## config.mk

```make
export PLATFORM = sky130hd
export DESIGN_NAME = frame_cfg_sched_flat
export DESIGN_NICKNAME = d
export VERILOG_FILES = /design/src/rtl/frame_cfg_sched_if.sv /design/src/rtl/frame_cfg_sched.sv /design/src/flat_wrapper.sv
export SDC_FILE = /design/constraint.sdc
export NUM_CORES = 1
export LEC_CHECK = 0
export CORE_UTILIZATION = 59
export DETAILED_ROUTE_END_ITERATION = 10
export PLACE_DENSITY = 0.84
export RECOVER_POWER = 50
export SLEW_MARGIN = 10
export SYNTH_ARGS = -nofsm -noshare
export SYNTH_HDL_FRONTEND = slang
export SYNTH_SLANG_ARGS = --single-unit
```

## constraint.sdc

```tcl
create_clock -name clk_i -period 4.6 [get_ports clk_i]
set_clock_uncertainty 0.2 [all_clocks]
set_input_delay 0.92 -clock clk_i [delete_from_list [all_inputs] [get_ports clk_i]]
set_output_delay 0.92 -clock clk_i [all_outputs]
set_load 0.005 [all_outputs]
```

## src/rtl/frame_cfg_sched_if.sv

```systemverilog
// Host configuration channel for frame_cfg_sched: valid/ready request
// carrying (M, SS), plus a one-cycle error pulse for discarded requests.
interface frame_cfg_sched_if;
    logic       cfg_valid;
    logic       cfg_ready;
    logic [2:0] cfg_m;
    logic [3:0] cfg_ss;
    logic       cfg_err;

    modport master (
        output cfg_valid, cfg_m, cfg_ss,
        input  cfg_ready, cfg_err
    );

    modport slave (
        input  cfg_valid, cfg_m, cfg_ss,
        output cfg_ready, cfg_err
    );
endinterface

```

## src/rtl/frame_cfg_sched.sv

```systemverilog
// Frame scheduler and modulation/spreading config sequencer.
// After a warm-up, emits a periodic sof_tx strobe while enabled. Host config
// requests land in a single pending slot and are applied to the tx indices on
// the next sof_tx. Every sof_tx records the frame's effective tx config in a
// small FIFO; the rx indices pop from it on each sof_rx so the rx path follows
// the tx frame history.
module frame_cfg_sched #(
    parameter int FRAME_LEN = 1024,
    parameter int WARMUP    = 100,
    parameter int DEPTH     = 4,
    parameter int M_MAX     = 5,
    parameter int SS_MAX    = 15
) (
    input  logic                     clk_i,
    input  logic                     rst_i,        // async, active low
    input  logic                     en_i,
    input  logic                     sof_rx_i,
    frame_cfg_sched_if.slave         cfg,
    output logic                     sof_tx_o,
    output logic [15:0]              frame_cnt_o,
    output logic [2:0]               index_M_tx_o,
    output logic [3:0]               index_SS_tx_o,
    output logic [2:0]               index_M_rx_o,
    output logic [3:0]               index_SS_rx_o,
    output logic [$clog2(DEPTH):0]   fifo_lvl_o,
    output logic                     ready_o,
    output logic                     ovf_o,
    output logic                     unf_o
);

    localparam int PH_W = (FRAME_LEN > 1) ? $clog2(FRAME_LEN) : 1;
    localparam int WU_W = (WARMUP > 0) ? $clog2(WARMUP + 1) : 1;
    localparam int AW   = $clog2(DEPTH);
    localparam int LW   = AW + 1;

    localparam logic [PH_W-1:0] PH_LAST = PH_W'(FRAME_LEN - 1);
    localparam logic [WU_W-1:0] WU_LAST = WU_W'(WARMUP - 1);

    typedef enum logic [1:0] {S_WARMUP, S_IDLE, S_RUN} state_t;

    typedef struct packed {
        logic [2:0] m;
        logic [3:0] ss;
    } cfg_t;

    localparam cfg_t CFG_RST = '{m: 3'd1, ss: 4'd1};

    state_t          state_q, state_d;
    logic [WU_W-1:0] wu_q, wu_d;
    logic [PH_W-1:0] phase_q, phase_d;
    logic [15:0]     frame_cnt_q, frame_cnt_d;

    logic            pend_vld_q, pend_vld_d;
    cfg_t            pend_q, pend_d;
    cfg_t            tx_q, tx_d;
    cfg_t            rx_q, rx_d;
    logic            cfg_err_q, cfg_err_d;
    logic            ovf_q, ovf_d;
    logic            unf_q, unf_d;

    cfg_t            mem_q [DEPTH];
    logic [AW-1:0]   wptr_q, wptr_d;
    logic [AW-1:0]   rptr_q, rptr_d;
    logic [LW-1:0]   lvl_q, lvl_d;

    logic            sof_tx, ready, cfg_ready;
    logic            wu_last, ph_last;
    logic            accept, legal;
    logic            full, empty, push, pop;
    cfg_t            eff_cfg;

    assign wu_last = (wu_q == WU_LAST);
    assign ph_last = (phase_q == PH_LAST);

    // FSM: state register
    always_ff @(posedge clk_i or negedge rst_i) begin
        if (!rst_i) state_q <= S_WARMUP;
        else        state_q <= state_d;
    end

    // FSM: next state; a disabled RUN always finishes the current frame
    always_comb begin
        state_d = state_q;
        case (state_q)
            S_WARMUP: if (wu_last)           state_d = S_IDLE;
            S_IDLE:   if (en_i)              state_d = S_RUN;
            S_RUN:    if (!en_i && ph_last)  state_d = S_IDLE;
            default:                         state_d = S_WARMUP;
        endcase
    end

    // FSM: outputs decoded from state and frame phase
    always_comb begin
        sof_tx    = (state_q == S_RUN) && (phase_q == '0);
        ready     = (state_q != S_WARMUP);
        cfg_ready = ready && !pend_vld_q;
    end

    // Warm-up counter, frame phase and frame counter next-state
    always_comb begin
        wu_d        = wu_q;
        phase_d     = '0;
        frame_cnt_d = frame_cnt_q;
        if (state_q == S_WARMUP && !wu_last) wu_d = wu_q + 1'b1;
        if (state_q == S_RUN)                phase_d = ph_last ? '0 : phase_q + 1'b1;
        if (sof_tx)                          frame_cnt_d = frame_cnt_q + 16'd1;
    end

    // Counter registers
    always_ff @(posedge clk_i or negedge rst_i) begin
        if (!rst_i) begin
            wu_q        <= '0;
            phase_q     <= '0;
            frame_cnt_q <= '0;
        end else begin
            wu_q        <= wu_d;
            phase_q     <= phase_d;
            frame_cnt_q <= frame_cnt_d;
        end
    end

    assign accept = cfg.cfg_valid && cfg_ready;
    assign legal  = (cfg.cfg_m  != '0) && (32'(cfg.cfg_m)  <= M_MAX) &&
                    (cfg.cfg_ss != '0) && (32'(cfg.cfg_ss) <= SS_MAX);

    // The value pushed for a frame is what tx will use for it, i.e. after
    // the pending slot (if any) has been applied at this sof_tx.
    assign eff_cfg = pend_vld_q ? pend_q : tx_q;

    assign full  = (lvl_q == LW'(DEPTH));
    assign empty = (lvl_q == '0);
    assign push  = sof_tx && !full;
    assign pop   = sof_rx_i && ready && !empty;

    // Config slot, tx/rx indices, FIFO pointers and sticky flags next-state.
    // Accepts never coincide with an apply: cfg_ready is low while pending.
    always_comb begin
        pend_vld_d = pend_vld_q;
        pend_d     = pend_q;
        tx_d       = tx_q;
        rx_d       = rx_q;
        cfg_err_d  = accept && !legal;
        ovf_d      = ovf_q || (sof_tx && full);
        unf_d      = unf_q || (sof_rx_i && ready && empty);
        wptr_d     = wptr_q;
        rptr_d     = rptr_q;
        lvl_d      = lvl_q;

        if (sof_tx && pend_vld_q) begin
            tx_d       = pend_q;
            pend_vld_d = 1'b0;
        end else if (accept && legal) begin
            pend_d     = '{m: cfg.cfg_m, ss: cfg.cfg_ss};
            pend_vld_d = 1'b1;
        end

        if (push) wptr_d = wptr_q + 1'b1;
        if (pop) begin
            rx_d   = mem_q[rptr_q];
            rptr_d = rptr_q + 1'b1;
        end
        case ({push, pop})
            2'b10:   lvl_d = lvl_q + 1'b1;
            2'b01:   lvl_d = lvl_q - 1'b1;
            default: lvl_d = lvl_q;
        endcase
    end

    // Config, index, FIFO-control and flag registers
    always_ff @(posedge clk_i or negedge rst_i) begin
        if (!rst_i) begin
            pend_vld_q <= 1'b0;
            pend_q     <= CFG_RST;
            tx_q       <= CFG_RST;
            rx_q       <= CFG_RST;
            cfg_err_q  <= 1'b0;
            ovf_q      <= 1'b0;
            unf_q      <= 1'b0;
            wptr_q     <= '0;
            rptr_q     <= '0;
            lvl_q      <= '0;
        end else begin
            pend_vld_q <= pend_vld_d;
            pend_q     <= pend_d;
            tx_q       <= tx_d;
            rx_q       <= rx_d;
            cfg_err_q  <= cfg_err_d;
            ovf_q      <= ovf_d;
            unf_q      <= unf_d;
            wptr_q     <= wptr_d;
            rptr_q     <= rptr_d;
            lvl_q      <= lvl_d;
        end
    end

    // FIFO storage; contents are only meaningful below the level count
    always_ff @(posedge clk_i) begin
        if (push) mem_q[wptr_q] <= eff_cfg;
    end

    assign cfg.cfg_ready = cfg_ready;
    assign cfg.cfg_err   = cfg_err_q;
    assign sof_tx_o      = sof_tx;
    assign ready_o       = ready;
    assign frame_cnt_o   = frame_cnt_q;
    assign index_M_tx_o  = tx_q.m;
    assign index_SS_tx_o = tx_q.ss;
    assign index_M_rx_o  = rx_q.m;
    assign index_SS_rx_o = rx_q.ss;
    assign fifo_lvl_o    = lvl_q;
    assign ovf_o         = ovf_q;
    assign unf_o         = unf_q;

endmodule
```

## src/flat_wrapper.sv

```systemverilog
// flat-port wrapper written by rule: the top's interface ports become plain ports
module frame_cfg_sched_flat 
#(
    parameter int FRAME_LEN = 1024,
    parameter int WARMUP    = 100,
    parameter int DEPTH     = 4,
    parameter int M_MAX     = 5,
    parameter int SS_MAX    = 15
)
  (clk_i, rst_i, en_i, sof_rx_i, sof_tx_o, frame_cnt_o, index_M_tx_o, index_SS_tx_o, index_M_rx_o, index_SS_rx_o, fifo_lvl_o, ready_o, ovf_o, unf_o, cfg_cfg_valid, cfg_cfg_m, cfg_cfg_ss, cfg_cfg_ready, cfg_cfg_err);
  frame_cfg_sched_if cfg_i ();
  input  logic clk_i;
  input  logic rst_i;
  input  logic en_i;
  input  logic sof_rx_i;
  output logic sof_tx_o;
  output logic [15:0] frame_cnt_o;
  output logic [2:0] index_M_tx_o;
  output logic [3:0] index_SS_tx_o;
  output logic [2:0] index_M_rx_o;
  output logic [3:0] index_SS_rx_o;
  output logic [$clog2(DEPTH):0] fifo_lvl_o;
  output logic ready_o;
  output logic ovf_o;
  output logic unf_o;
  input wire logic [$bits(cfg_i.cfg_valid)-1:0] cfg_cfg_valid;
  input wire logic [$bits(cfg_i.cfg_m)-1:0] cfg_cfg_m;
  input wire logic [$bits(cfg_i.cfg_ss)-1:0] cfg_cfg_ss;
  output wire logic [$bits(cfg_i.cfg_ready)-1:0] cfg_cfg_ready;
  output wire logic [$bits(cfg_i.cfg_err)-1:0] cfg_cfg_err;
  assign cfg_i.cfg_valid = cfg_cfg_valid;
  assign cfg_i.cfg_m = cfg_cfg_m;
  assign cfg_i.cfg_ss = cfg_cfg_ss;
  assign cfg_cfg_ready = cfg_i.cfg_ready;
  assign cfg_cfg_err = cfg_i.cfg_err;
  frame_cfg_sched #(.FRAME_LEN(FRAME_LEN), .WARMUP(WARMUP), .DEPTH(DEPTH), .M_MAX(M_MAX), .SS_MAX(SS_MAX)) u_core (.clk_i(clk_i), .rst_i(rst_i), .en_i(en_i), .sof_rx_i(sof_rx_i), .cfg(cfg_i), .sof_tx_o(sof_tx_o), .frame_cnt_o(frame_cnt_o), .index_M_tx_o(index_M_tx_o), .index_SS_tx_o(index_SS_tx_o), .index_M_rx_o(index_M_rx_o), .index_SS_rx_o(index_SS_rx_o), .fifo_lvl_o(fifo_lvl_o), .ready_o(ready_o), .ovf_o(ovf_o), .unf_o(unf_o));
endmodule
```

### Yosys cells after proc, flatten, opt, wreduce, memory -nomap -nowiden

Memory sizes are Yosys's and may differ from the RTL's. A register that Yosys moved wholly into a read port is not among the register bits.
Index checks and enable logic that the tools add are counted.

* $add $sub $neg: 7
* magnitude comparators: 1
* muxes and demuxes: 12
* eq/ne operators: 10
* reductions and logical operators: 34
* bitwise gates (word level): 1

Operators with widths (count)
* two-way mux 10 bit: 2
* adder 16 x 1 -> 16 bit (second input constant): 1
* logical AND 1 bit: 15
* adder 10 x 1 -> 10 bit (second input constant): 1
* equality test 10 bit (second input constant): 1
* logical NOT 10 bit: 1
* adder 7 x 1 -> 7 bit (second input constant): 1
* equality test 7 bit (second input constant): 1
* logical NOT 1 bit: 7
* two-way mux 7 bit: 1
* two-way mux 2 bit: 3
* case mux 2 bit (3 select lines): 1
* case mux 3 bit (2 select lines): 1
* nonzero test 2 bit: 3
* adder 2 x 1 -> 2 bit (second input constant): 2
* equality test 2 x 1 -> 1 bit (second input constant): 2
* equality test 2 bit (second input constant): 2
* two-way mux 1 bit: 4
* != test 2 x 1 -> 1 bit (second input constant): 2
* nonzero test 4 bit: 1
* adder 3 x 1 -> 3 bit (second input constant): 1
* equality test 3 bit (second input constant): 1
* less-or-equal comparator 3 bit (second input constant): 1
* logical NOT 3 bit: 1
* other kinds (8): 9

* output and inout port bits: 39
* bits of input ports: 12
* register bits: 60
* memories kept: 1
* RAM bits: 28
* word-level logic and storage cells: 81

Memory list
* u_core.mem_q: depth 4, bits a word 7, rd ports 1, clocked after Yosys merged registers in 1, write ports 1, line frame_cfg_sched.sv:61 `cfg_t mem_q [DEPTH];`

### Depth between registers and ports, before layout

Gate-level depths: netlist of the first run.

* word-level depth: 6
* gate-level depth with buffers: 12
* gate-level depth less buffers: 11

### Least setup slack after synthesis of the first run

Ideal clock, no wire load.

* path type: input -> register
* from: input port sof_rx_i
* to: register u_core.lvl_q[2] (netlist: u_core.fifo_lvl_o[2])
* stages: 8
* arrival time: 2.455 ns
* library setup time: 0.079 ns
* slack: 1.866 ns
* path buffers: 1
* required time: 4.321 ns
* cells stage by stage: nor3b_1 buf_1 ha_1 inv_1 fa_1 xor2_1 nor2_1 xor2_1

* cells in the longest elaborated chain, start to end: 4
* elaborated cells on any way between the ends: 6
* those cells by class: eq/ne (2); mux (1); reduce/logical (3)

RTL lines
* start, declared: line flat_wrapper.sv:15 `input logic sof_rx_i;`
* logical AND 1 bit * (2 in series): line frame_cfg_sched.sv:133 `assign pop = sof_rx_i && ready && !empty;`
* net u_core.pop: line frame_cfg_sched.sv:69 `logic full, empty, push, pop;`
* equality test 2 x 1 -> 1 bit / equality test 2 bit (equally long branches): line frame_cfg_sched.sv:162 `case ({push, pop})`
* case mux 3 bit (2 select lines) / nonzero test 2 bit (equally long branches)
* end signal, assigned: line frame_cfg_sched.sv:192 `lvl_q <= lvl_d;`
* end, declared: line frame_cfg_sched.sv:64 `logic [LW-1:0] lvl_q, lvl_d;`

Mark *: on every way through the listed nets, which the timed path passes. The rest lies on a longest branch.
A chain may end at the register's enable or synchronous reset.

### Worst setup path in the final report of the first run

* from: register u_core.phase_q[0]
* to: output port sof_tx_o

* cells in the longest elaborated chain, start to end: 2

RTL lines
* start, declared: line frame_cfg_sched.sv:50 `logic [PH_W-1:0] phase_q, phase_d;`
* start signal, assigned: line frame_cfg_sched.sv:117 `phase_q <= phase_d;`
* logical NOT 10 bit: line frame_cfg_sched.sv:94 `sof_tx = (state_q == S_RUN) && (phase_q == '0);`
* logical AND 1 bit: line frame_cfg_sched.sv:94
* end, declared: line flat_wrapper.sv:16 `output logic sof_tx_o;`

No other way between the ends.

==> results of run 1 <==
==> power breakdown <==
| part | internal (W) | switching [W] |
|---|---|---|
| sequential | 0.000876 | 0.0000155 |
| combinational | 0.0000295 | 0.0000263 |
| clock | 0.000196 | 0.000290 |
| total | 0.00110 | 0.000331 |
==> layer usage <==
metal | routed length (µm) | vias up | track usage, %
li1 | - | 1159 | -
met5 | 0 | - | 0
met4 | 116 | 0 | 10.9
met3 | 187 | 9 | 3.79
met2 | 3580 | 59 | 34.5
met1 | 3210 | 1270 | 28.9
==> logic make-up after synthesis <==
group | after synthesis | synth area share [%]
AOI/OAI and AO/OA | 8 | 1.37
xor gates and xnor gates | 35 | 7.46
adders and majority gates | 10 | 3.23
buffers and inverters | 18 | 1.68
DFF | 95 | 61.5
muxes | 38 | 12.3
and+or+nand+nor | 91 | 12.5
==> area by class of cell <==
class	count	area (µm²)
timing repair buffer	52	505
multi-input combinational	182	1510
sequential	95	2520
fill	441	1900
clock buffer	9	124
tap	80	100
inverter	11	41.3
clock inverter	7	50.0
==> worst max-delay path, stage by stage (launching register included) <==
cell             delay [ns]
dfrtp_1                0.42
inv_1                  0.07
ha_1                   0.16
nor4bb_1               0.35
nand3_1                0.27
inv_2                  0.17
clkdlybuf4s50_1        0.51
==> path summary, 6_finish.rpt <==
kind                                      endpoint  cells past startpoint              startpoint
max reg2reg                   u_core.fifo_lvl_o[2]                      9       u_core.state_q[0]
max in group asynchronous         u_core.pend_q[4]                      2                   rst_i
min                         u_core.frame_cnt_o[15]                      1  u_core.frame_cnt_o[15]
max                                       sof_tx_o                      6       u_core.phase_q[0]
min reg2reg                 u_core.frame_cnt_o[15]                      1  u_core.frame_cnt_o[15]
min in group asynchronous  u_core.index_SS_rx_o[1]                      1                   rst_i
==> flip-flops by register name, summed over array words and instances (netlist names) <==
signal	flops
u_core.unf_o	1
u_core.index_M_tx_o	3
u_core.phase_q	10
u_core.index_M_rx_o	3
u_core.pend_vld_q	1
u_core.wu_q	7
u_core.mem_q	28
u_core.cfg.cfg_err	1
u_core.ovf_o	1
u_core.rptr_q	2
u_core.index_SS_rx_o	4
u_core.frame_cnt_o	16
u_core.state_q	2
u_core.wptr_q	2
u_core.fifo_lvl_o	3
u_core.pend_q	7
u_core.index_SS_tx_o	4
==> cell usage in the layout, fill, tap and decap left out, types with 5 or more instances in the layout <==
cell             netlist  layout
dfrtp_1               61      61
clkdlybuf4s50_1        0      48
edfxtp_1              28      28
xnor2_1               25      25
mux2_1                14      21
nand3_1               18      18
nor2_1                17      17
nand2_1               17      17
xor2_1                10      10
mux2_2                16       9
ha_1                   9       9
clkbuf_8               0       9
inv_1                  8       8
nand4_1                7       7
mux4_2                 7       7
dfstp_2                6       6
and3_1                 5       5
==> metrics by stage <==
stage	util, %	total power [W]	worst slack (ns)	hold slack (ns)	cell area, µm²
after floorplan	-	0.000929	1.87	0.242	4110
after global placement	69.4	0.000964	1.48	0.260	4690
after detailed placement	69.4	0.000967	1.35	0.262	4690
after CTS	72.0	0.00144	1.15	0.279	4860
after global routing	71.9	0.00149	0.881	0.310	4860
final	71.9	0.00143	1.17	0.273	4860
==> flow_summary.ini, run 1 <==
[logic_synthesis]
avgSynthCellArea_um2 = 13.9
syn_inst = 295
synth.distinct_cells = 45
yosys-top-cells-count = dfrtp_1, edfxtp_1, xnor2_1, nand3_1
synth_edf_count = 28
synth_fp_nets = 317
yosysTopAreaCellShare_pct = 37.2
synth_largest_area_cell = dfrtp_1
yosysSeqAreaShare_pct = 61.5
ys_async_sr_fraction_pct = 70.5
synth-seq-cells = 95
synth_area_um2 = 4110
synth.area.top_cells = dfrtp_1, edfxtp_1, xnor2_1, mux2_2, dfstp_2
ys_dominant_reg_cell = dfrtp_1
yosysMostFrequentCell = dfrtp_1
synth_warnings = 0

[worst_setup_path]
rrSetupSlack_ns = 1.81
critPathMaxFanout = 6
cp.required_ns = 3.48
crit_type = reg -> out
crit_path_end_kind = primary output
arrival_ns = 2.31
worstSetupStartpointType = flip-flop

[placement]
gp_routability_congestion = 0.860
dp_hpwl_um = 5160
place_inst = 420
io_buffers = 50

[floorplanning]
die-area_um2 = 7300
dieWidth_um = 85.4
dieHeight_um = 85.4
io-pin-count = 51
row_count = 30
core-area_um2 = 6760
initial_utilization_pct = 60.8

[power_and_ir_drop]
leakage_nw = 2.09
p_per_area_nw_per_um2 = 295
ir_worst_vdd_mv = 0.223

[final_layout]
finalNonFillerCells = 436
area_growth_pct = 18.3
finalNetCount = 373
n_antenna_cell = 0
drive_gt1_share_pct = 12.9

[cts]
cts_buffers = 9
insertion_delay_ns = 0.36
cts_setup_buffers = 0
cts_hold_buffers = 0
ctsResizeCount = 0
cts.sinks = 95
cts_tree = done
cts-root-buf = clkbuf_8
htree_levels = 3
clock_path_buffers = 2
clkTransAtPathRegs_ns = 0.09

[global_routing]
grt_usage_pct = 21.6
grt_first_pass_wirelength_um = 11800
grt_start_max_net_pins = 47
grt_pass1_vias = 2429
antenna_found_initial = 0
grt_overflow = 0

[sta]
rsz0062_at_grt = false
min_period_over_period_pct = 74.6
drv_slew = 47
tightest_slew_ns = 2.45
hold_violations = 0
period_minus_slack_ns = 3.43
max-slew-margin-rel_pct = -63.3
fin_tns_setup_ns = 0
finalSetupViolations = 0
fmax_ghz = 0.292

[run]
cap_violations = 1

[drt]
remaining_drc_errors = 0
vias = 2497
wl_per_cell_um = 16.3
drtIter0Drc = 62
ant_nets = 0
wl_um = 7100
viasPerCell = 5.73
first_pass_iters = 4

[run_status]
violations = capacitance limit, slew limit
status = finished, violations left

[hold_path]
min_path_type = reg -> reg
Power figures use the tool's default switching activity.
==> run 2, diff against run 1 <==
Settings changed: CORE_UTILIZATION 59 to 50, PLACE_DENSITY 0.84 to 0.76.
Clock period 4.6 ns to 2.9 ns, I/O delays scaled along.
==> run 2 against run 1 <==
  * Critical endpoint unchanged
  * The flow now finishes without violations
  * Power grew 73%
  * Cell count grew 6.0%
  * Clock power grew 99%
  * Count of clock-buffer cells in the layout is the same
  * Sequential power grew 59%
  * Non-clock buffer count grew 4
==> flow_summary.ini, run 2 (same netlist as run 1, synthesis figures left out) <==
[sta]
period_minus_slack_ns = 2.76
fmax_ghz = 0.362
finalSetupViolations = 0
min_period_over_period_pct = 95.3
drv_slew = 0
hold_violations = 0
max-slew-margin-rel_pct = 21.5
tightest_slew_ns = 1.18

[floorplanning]
dieWidth_um = 92.6
dieHeight_um = 92.6
io-pin-count = 51
core-area_um2 = 7850
row_count = 32
die-area_um2 = 8580
initial_utilization_pct = 52.3

[hold_path]
min_path_type = reg -> reg

[power_and_ir_drop]
p_per_area_nw_per_um2 = 495
power_w = 0.00247
leakage_nw = 2.14
ir_worst_vdd_mv = 0.300

[worst_setup_path]
startpoint = u_core.phase_q[5]
critPathMaxFanout = 5
r2r-start = u_core.phase_q[0]
crit_path_end_kind = primary output
arrival_ns = 1.98
worstSetupStartpointType = flip-flop
r2r-end = u_core.fifo_lvl_o[2]
rr_worst_depth = 11
cp-endpoint = sof_tx_o
rrSetupSlack_ns = 0.45
cp.required_ns = 2.12
crit_type = reg -> out

[final_layout]
n_antenna_cell = 0
largest_register_ffs = 28
fillerInstances = 618
fin_area_um2 = 5000
area_growth_pct = 21.6
layout_commonest_cell = dfrtp_1
drive_gt1_share_pct = 15.0
seqCellArea_um2 = 2520
multi_input_area_um2 = 1530
finalNetCount = 377
regMostFlops = u_core.mem_q
layout_common_cells = dfrtp_1, clkdlybuf4s50_1, edfxtp_1, xnor2_1, mux2_1

[placement]
dp_hpwl_um = 5070
placed_area_um2 = 4730
io_buffers = 50
gp_routability_congestion = 0.785

[cts]
clock_path_buffers = 2
insertion_delay_ns = 0.35
cts_tree = done
clkTransAtPathRegs_ns = 0.09
htree_levels = 3
cts_buffers = 9
cts.sinks = 95
cts-root-buf = clkbuf_8

[drt]
vias = 2438
ant_nets = 0
drtIter0Drc = 146
wl_um = 7090
wl_per_cell_um = 15.3
remaining_drc_errors = 0
viasPerCell = 5.28
first_pass_iters = 4

[global_routing]
grt_first_pass_wirelength_um = 11900
grt_pass1_vias = 2385
grt_start_max_net_pins = 25
grt_usage_pct = 18.3
grt_overflow = 0
antenna_found_initial = 0

[run]
cap_violations = 0

[run_status]
status = finished, final reports clean
## run 2: cell count changes in the layout (fill, tap and decap cells not counted), sizes merged
cell | previous run | this run
bufinv | 0 | 2
clkinvlp | 2 | 1
clkdlybuf4s50 | 48 | 49
buf | 1 | 5
clkinv | 6 | 1
clkbuf | 11 | 10
inv | 10 | 14
## run 2: how the worst min path moves through the flow
stage                            from                endpoint  depth (start not counted)
2_1_floorplan                   rst_i      u_core.cfg.cfg_err                          0
3_3_place_gp   u_core.frame_cnt_o[15]  u_core.frame_cnt_o[15]                          1
3_5_place_dp           u_core.wu_q[6]          u_core.wu_q[6]                          1
4_1_cts                u_core.wu_q[6]          u_core.wu_q[6]                          1
5_1_grt                u_core.wu_q[6]          u_core.wu_q[6]                          1
6_report               u_core.wu_q[6]          u_core.wu_q[6]                          1
## run 2: worst max-delay path: stages, from the launching register on
cell and delay, ns:
dfrtp_1 0.44, nor4_1 0.45, nand3_2 0.15, inv_2 0.10, clkdlybuf4s50_1 0.50
## run 2: report_power, final
part / switching [W] / total (W) / internal, W
clock network: 0.000472 / 0.000969 / 0.000496
logic: 0.0000406 / 0.0000893 / 0.0000487
registers: 0.0000249 / 0.00142 / 0.00139
total: 0.000538 / 0.00247 / 0.00194
## run 2: layout make-up
| cell class | count | area share, % |
|---|---|---|
| inverters | 11 | 0.826 |
| multi-input cells | 182 | 30.7 |
| repair buffers | 56 | 10.8 |
| clock buffers | 9 | 2.48 |
| well taps | 102 | 2.55 |
| clock inverters | 7 | 2.05 |
| flip-flops and latches | 95 | 50.5 |
## run 2: timing repair
action,4_1_cts,5_1_grt
cloned,0,0
buffers inserted,1,0
hold buffers,1,0
hold endpoints to repair,13,0
pin swaps,0,1
gates resized for setup,1,2
setup endpoints to repair,1,1
## run 2: metrics by stage
| stage | worst slack, ns | TNS [ns] | hold slack [ns] | utilization (%) | cells |
|---|---|---|---|---|---|
| 2_1_floorplan | 0.502 | 0 | 0.0844 | - | 295 |
| 3_3_place_gp | 0.254 | 0 | 0.262 | 60.3 | 444 |
| 3_5_place_dp | 0.183 | 0 | 0.264 | 60.3 | 444 |
| 4_1_cts | 0.0235 | 0 | 0.282 | 63.5 | 462 |
| 5_1_grt | -0.00233 | -0.00233 | 0.301 | 63.7 | 462 |
| 6_report | 0.137 | 0 | 0.281 | 63.7 | 462 |
## run 2: layer usage
metal	GRT usage, %	up-vias	routed length [µm]
li1	-	1164	-
met1	26.4	1223	3330
met2	28.1	44	3470
met3	2.87	7	209
met4	7.05	0	74
met5	0	-	0
==> run 3, diff against run 2 <==
Settings changed: PLACE_DENSITY 0.76 to 0.75.
==> run 3 against run 2 <==
  * Count of clock-buffer cells in the layout unchanged
  * Cell count up 0.22%
  * Worst hold slack lost 0.0076 ns
  * Fmax is 0.34% lower
  * Non-clock buffer count rose by 1
  * Register-to-register slack better by 0.02 ns
  * Sequential share of layout area increased by 0.37 points
  * Largest power group unchanged
  * Highest routed layer unchanged
==> flow_summary.ini, run 3 (same netlist as run 1, synthesis figures left out) <==
[hold_path]
min_path_type = reg -> reg

[final_layout]
largest_register_ffs = 28
area_growth_pct = 20.7
layout_common_cells = dfrtp_1, clkdlybuf4s50_1, edfxtp_1, xnor2_1, mux2_1
regMostFlops = u_core.mem_q
layout_commonest_cell = dfrtp_1
n_antenna_cell = 0
finalNetCount = 378
drive_gt1_share_pct = 14.1
fillerInstances = 620

[worst_setup_path]
worstSetupStartpointType = flip-flop
rr_worst_depth = 11
rrSetupSlack_ns = 0.47
arrival_ns = 1.99
critical_path_buf_inv_count = 2
cp.required_ns = 2.12
crit_path_end_kind = primary output
r2r-end = u_core.fifo_lvl_o[2]
startpoint = u_core.state_q[0]
cp_cell_sequence = nor2_1 > inv_1 > clkdlybuf4s50_1
slowest_delay_ns = 0.49
crit_type = reg -> out
r2r-start = u_core.phase_q[0]
worstSetupPathDepth = 3
cp-endpoint = ready_o
cp_top_family = buffers and inverters
crit_slowest_cell = clkdlybuf4s50_1
critPathMaxFanout = 8

[run]
cap_violations = 0

[global_routing]
grt_overflow = 0
grt_usage_pct = 18.8
grt_pass1_vias = 2457
antenna_found_initial = 0
grt_start_max_net_pins = 44
grt_first_pass_wirelength_um = 12200

[floorplanning]
core-area_um2 = 7850
die-area_um2 = 8580
io-pin-count = 51
row_count = 32
dieHeight_um = 92.6
initial_utilization_pct = 52.3
dieWidth_um = 92.6

[power_and_ir_drop]
p_per_area_nw_per_um2 = 470
power_w = 0.00233
leakage_nw = 2.13
ir_worst_vdd_mv = 0.271

[drt]
wl_per_cell_um = 15.7
wl_um = 7250
viasPerCell = 5.26
ant_nets = 0
drtIter0Drc = 103
vias = 2436
remaining_drc_errors = 0
first_pass_iters = 4

[sta]
fin_tns_setup_ns = 0
drv_slew = 0
fmax_ghz = 0.361
tightest_slew_ns = 1.44
max-slew-margin-rel_pct = 3.80
min_period_over_period_pct = 95.6
holdWs_ns = 0.273
hold_violations = 0
period_minus_slack_ns = 2.77
rsz0062_at_grt = false
finalSetupViolations = 0

[cts]
clkTransAtPathRegs_ns = 0.10
insertion_delay_ns = 0.36
cts.sinks = 95
cts_tree = done
htree_levels = 3
clock_path_buffers = 2
cts_buffers = 9
cts_hold_buffers = 0
cts-root-buf = clkbuf_8

[run_status]
status = finished, final reports clean

[placement]
dp_hpwl_um = 5120
gp_routability_congestion = 0.734
io_buffers = 50
==> run 3: worst reg2reg max path, stage by stage, from the launching register on <==
cell and delay [ns]:
dfrtp_1 0.39, inv_1 0.06, ha_1 0.20, nor4bb_4 0.15
and4_1 0.28, inv_2 0.07, ha_1 0.16, inv_1 0.06
fa_1 0.37, xor2_1 0.15, nor2_1 0.11, xor2_1 0.15
==> run 3: worst min-delay path by stage <==
stage,from,to,cells after the start
after CTS,rst_i,u_core.index_SS_rx_o[2],1
final,u_core.frame_cnt_o[15],u_core.frame_cnt_o[15],1
after global routing,u_core.frame_cnt_o[15],u_core.frame_cnt_o[15],1
after global placement,u_core.frame_cnt_o[15],u_core.frame_cnt_o[15],1
after floorplan,rst_i,u_core.cfg.cfg_err,0
after detailed placement,u_core.frame_cnt_o[15],u_core.frame_cnt_o[15],1
==> run 3: timing repair <==
item	in CTS	in global routing
pin swaps	0	1
endpoints found under the hold margin	0	0
endpoints found under the setup margin	1	1
buffers inserted	0	4
gates resized for setup	1	1
==> run 3: stage by stage <==
stage	setup WS, ns	instance area (µm²)	cells	util, %
after floorplan	0.502	4110	295	-
after global placement	0.247	4740	443	60.4
after detailed placement	0.164	4740	443	60.4
after CTS	0.00770	4930	459	62.9
after global routing	0.0293	4960	463	63.2
final	0.128	4960	463	63.2
==> run 3: final cells by class <==
| class | count | area, µm² | share of cell area [%] |
|---|---|---|---|
| sequential | 95 | 2520 | 50.9 |
| multi-input combinational | 182 | 1530 | 30.8 |
| timing repair buffer | 57 | 552 | 11.1 |
| tap | 102 | 128 | 2.57 |
| clock buffer | 9 | 124 | 2.50 |
| clock inverter | 7 | 63.8 | 1.29 |
| inverter | 11 | 41.3 | 0.832 |
==> run 3: per-layer routing <==
metal  routed length (µm)  global-route usage (%)  part of all wire (%)  vias up
met1                 3450                    25.5                    48     1206
met2                 3440                    29.2                    47       47
li1                     -                       -                     -     1168
met5                    0                       0                     0        -
met3                  193                    3.53                   2.7       15
met4                  170                    8.97                   2.3        0
==> run 3: power by group <==
part | total [W] | internal (W) | leakage (nW) | switching (W)
registers | 0.00142 | 0.00139 | 1.21 | 0.0000250
logic | 0.0000888 | 0.0000484 | 0.830 | 0.0000404
clock network | 0.000828 | 0.000329 | 0.0899 | 0.000499
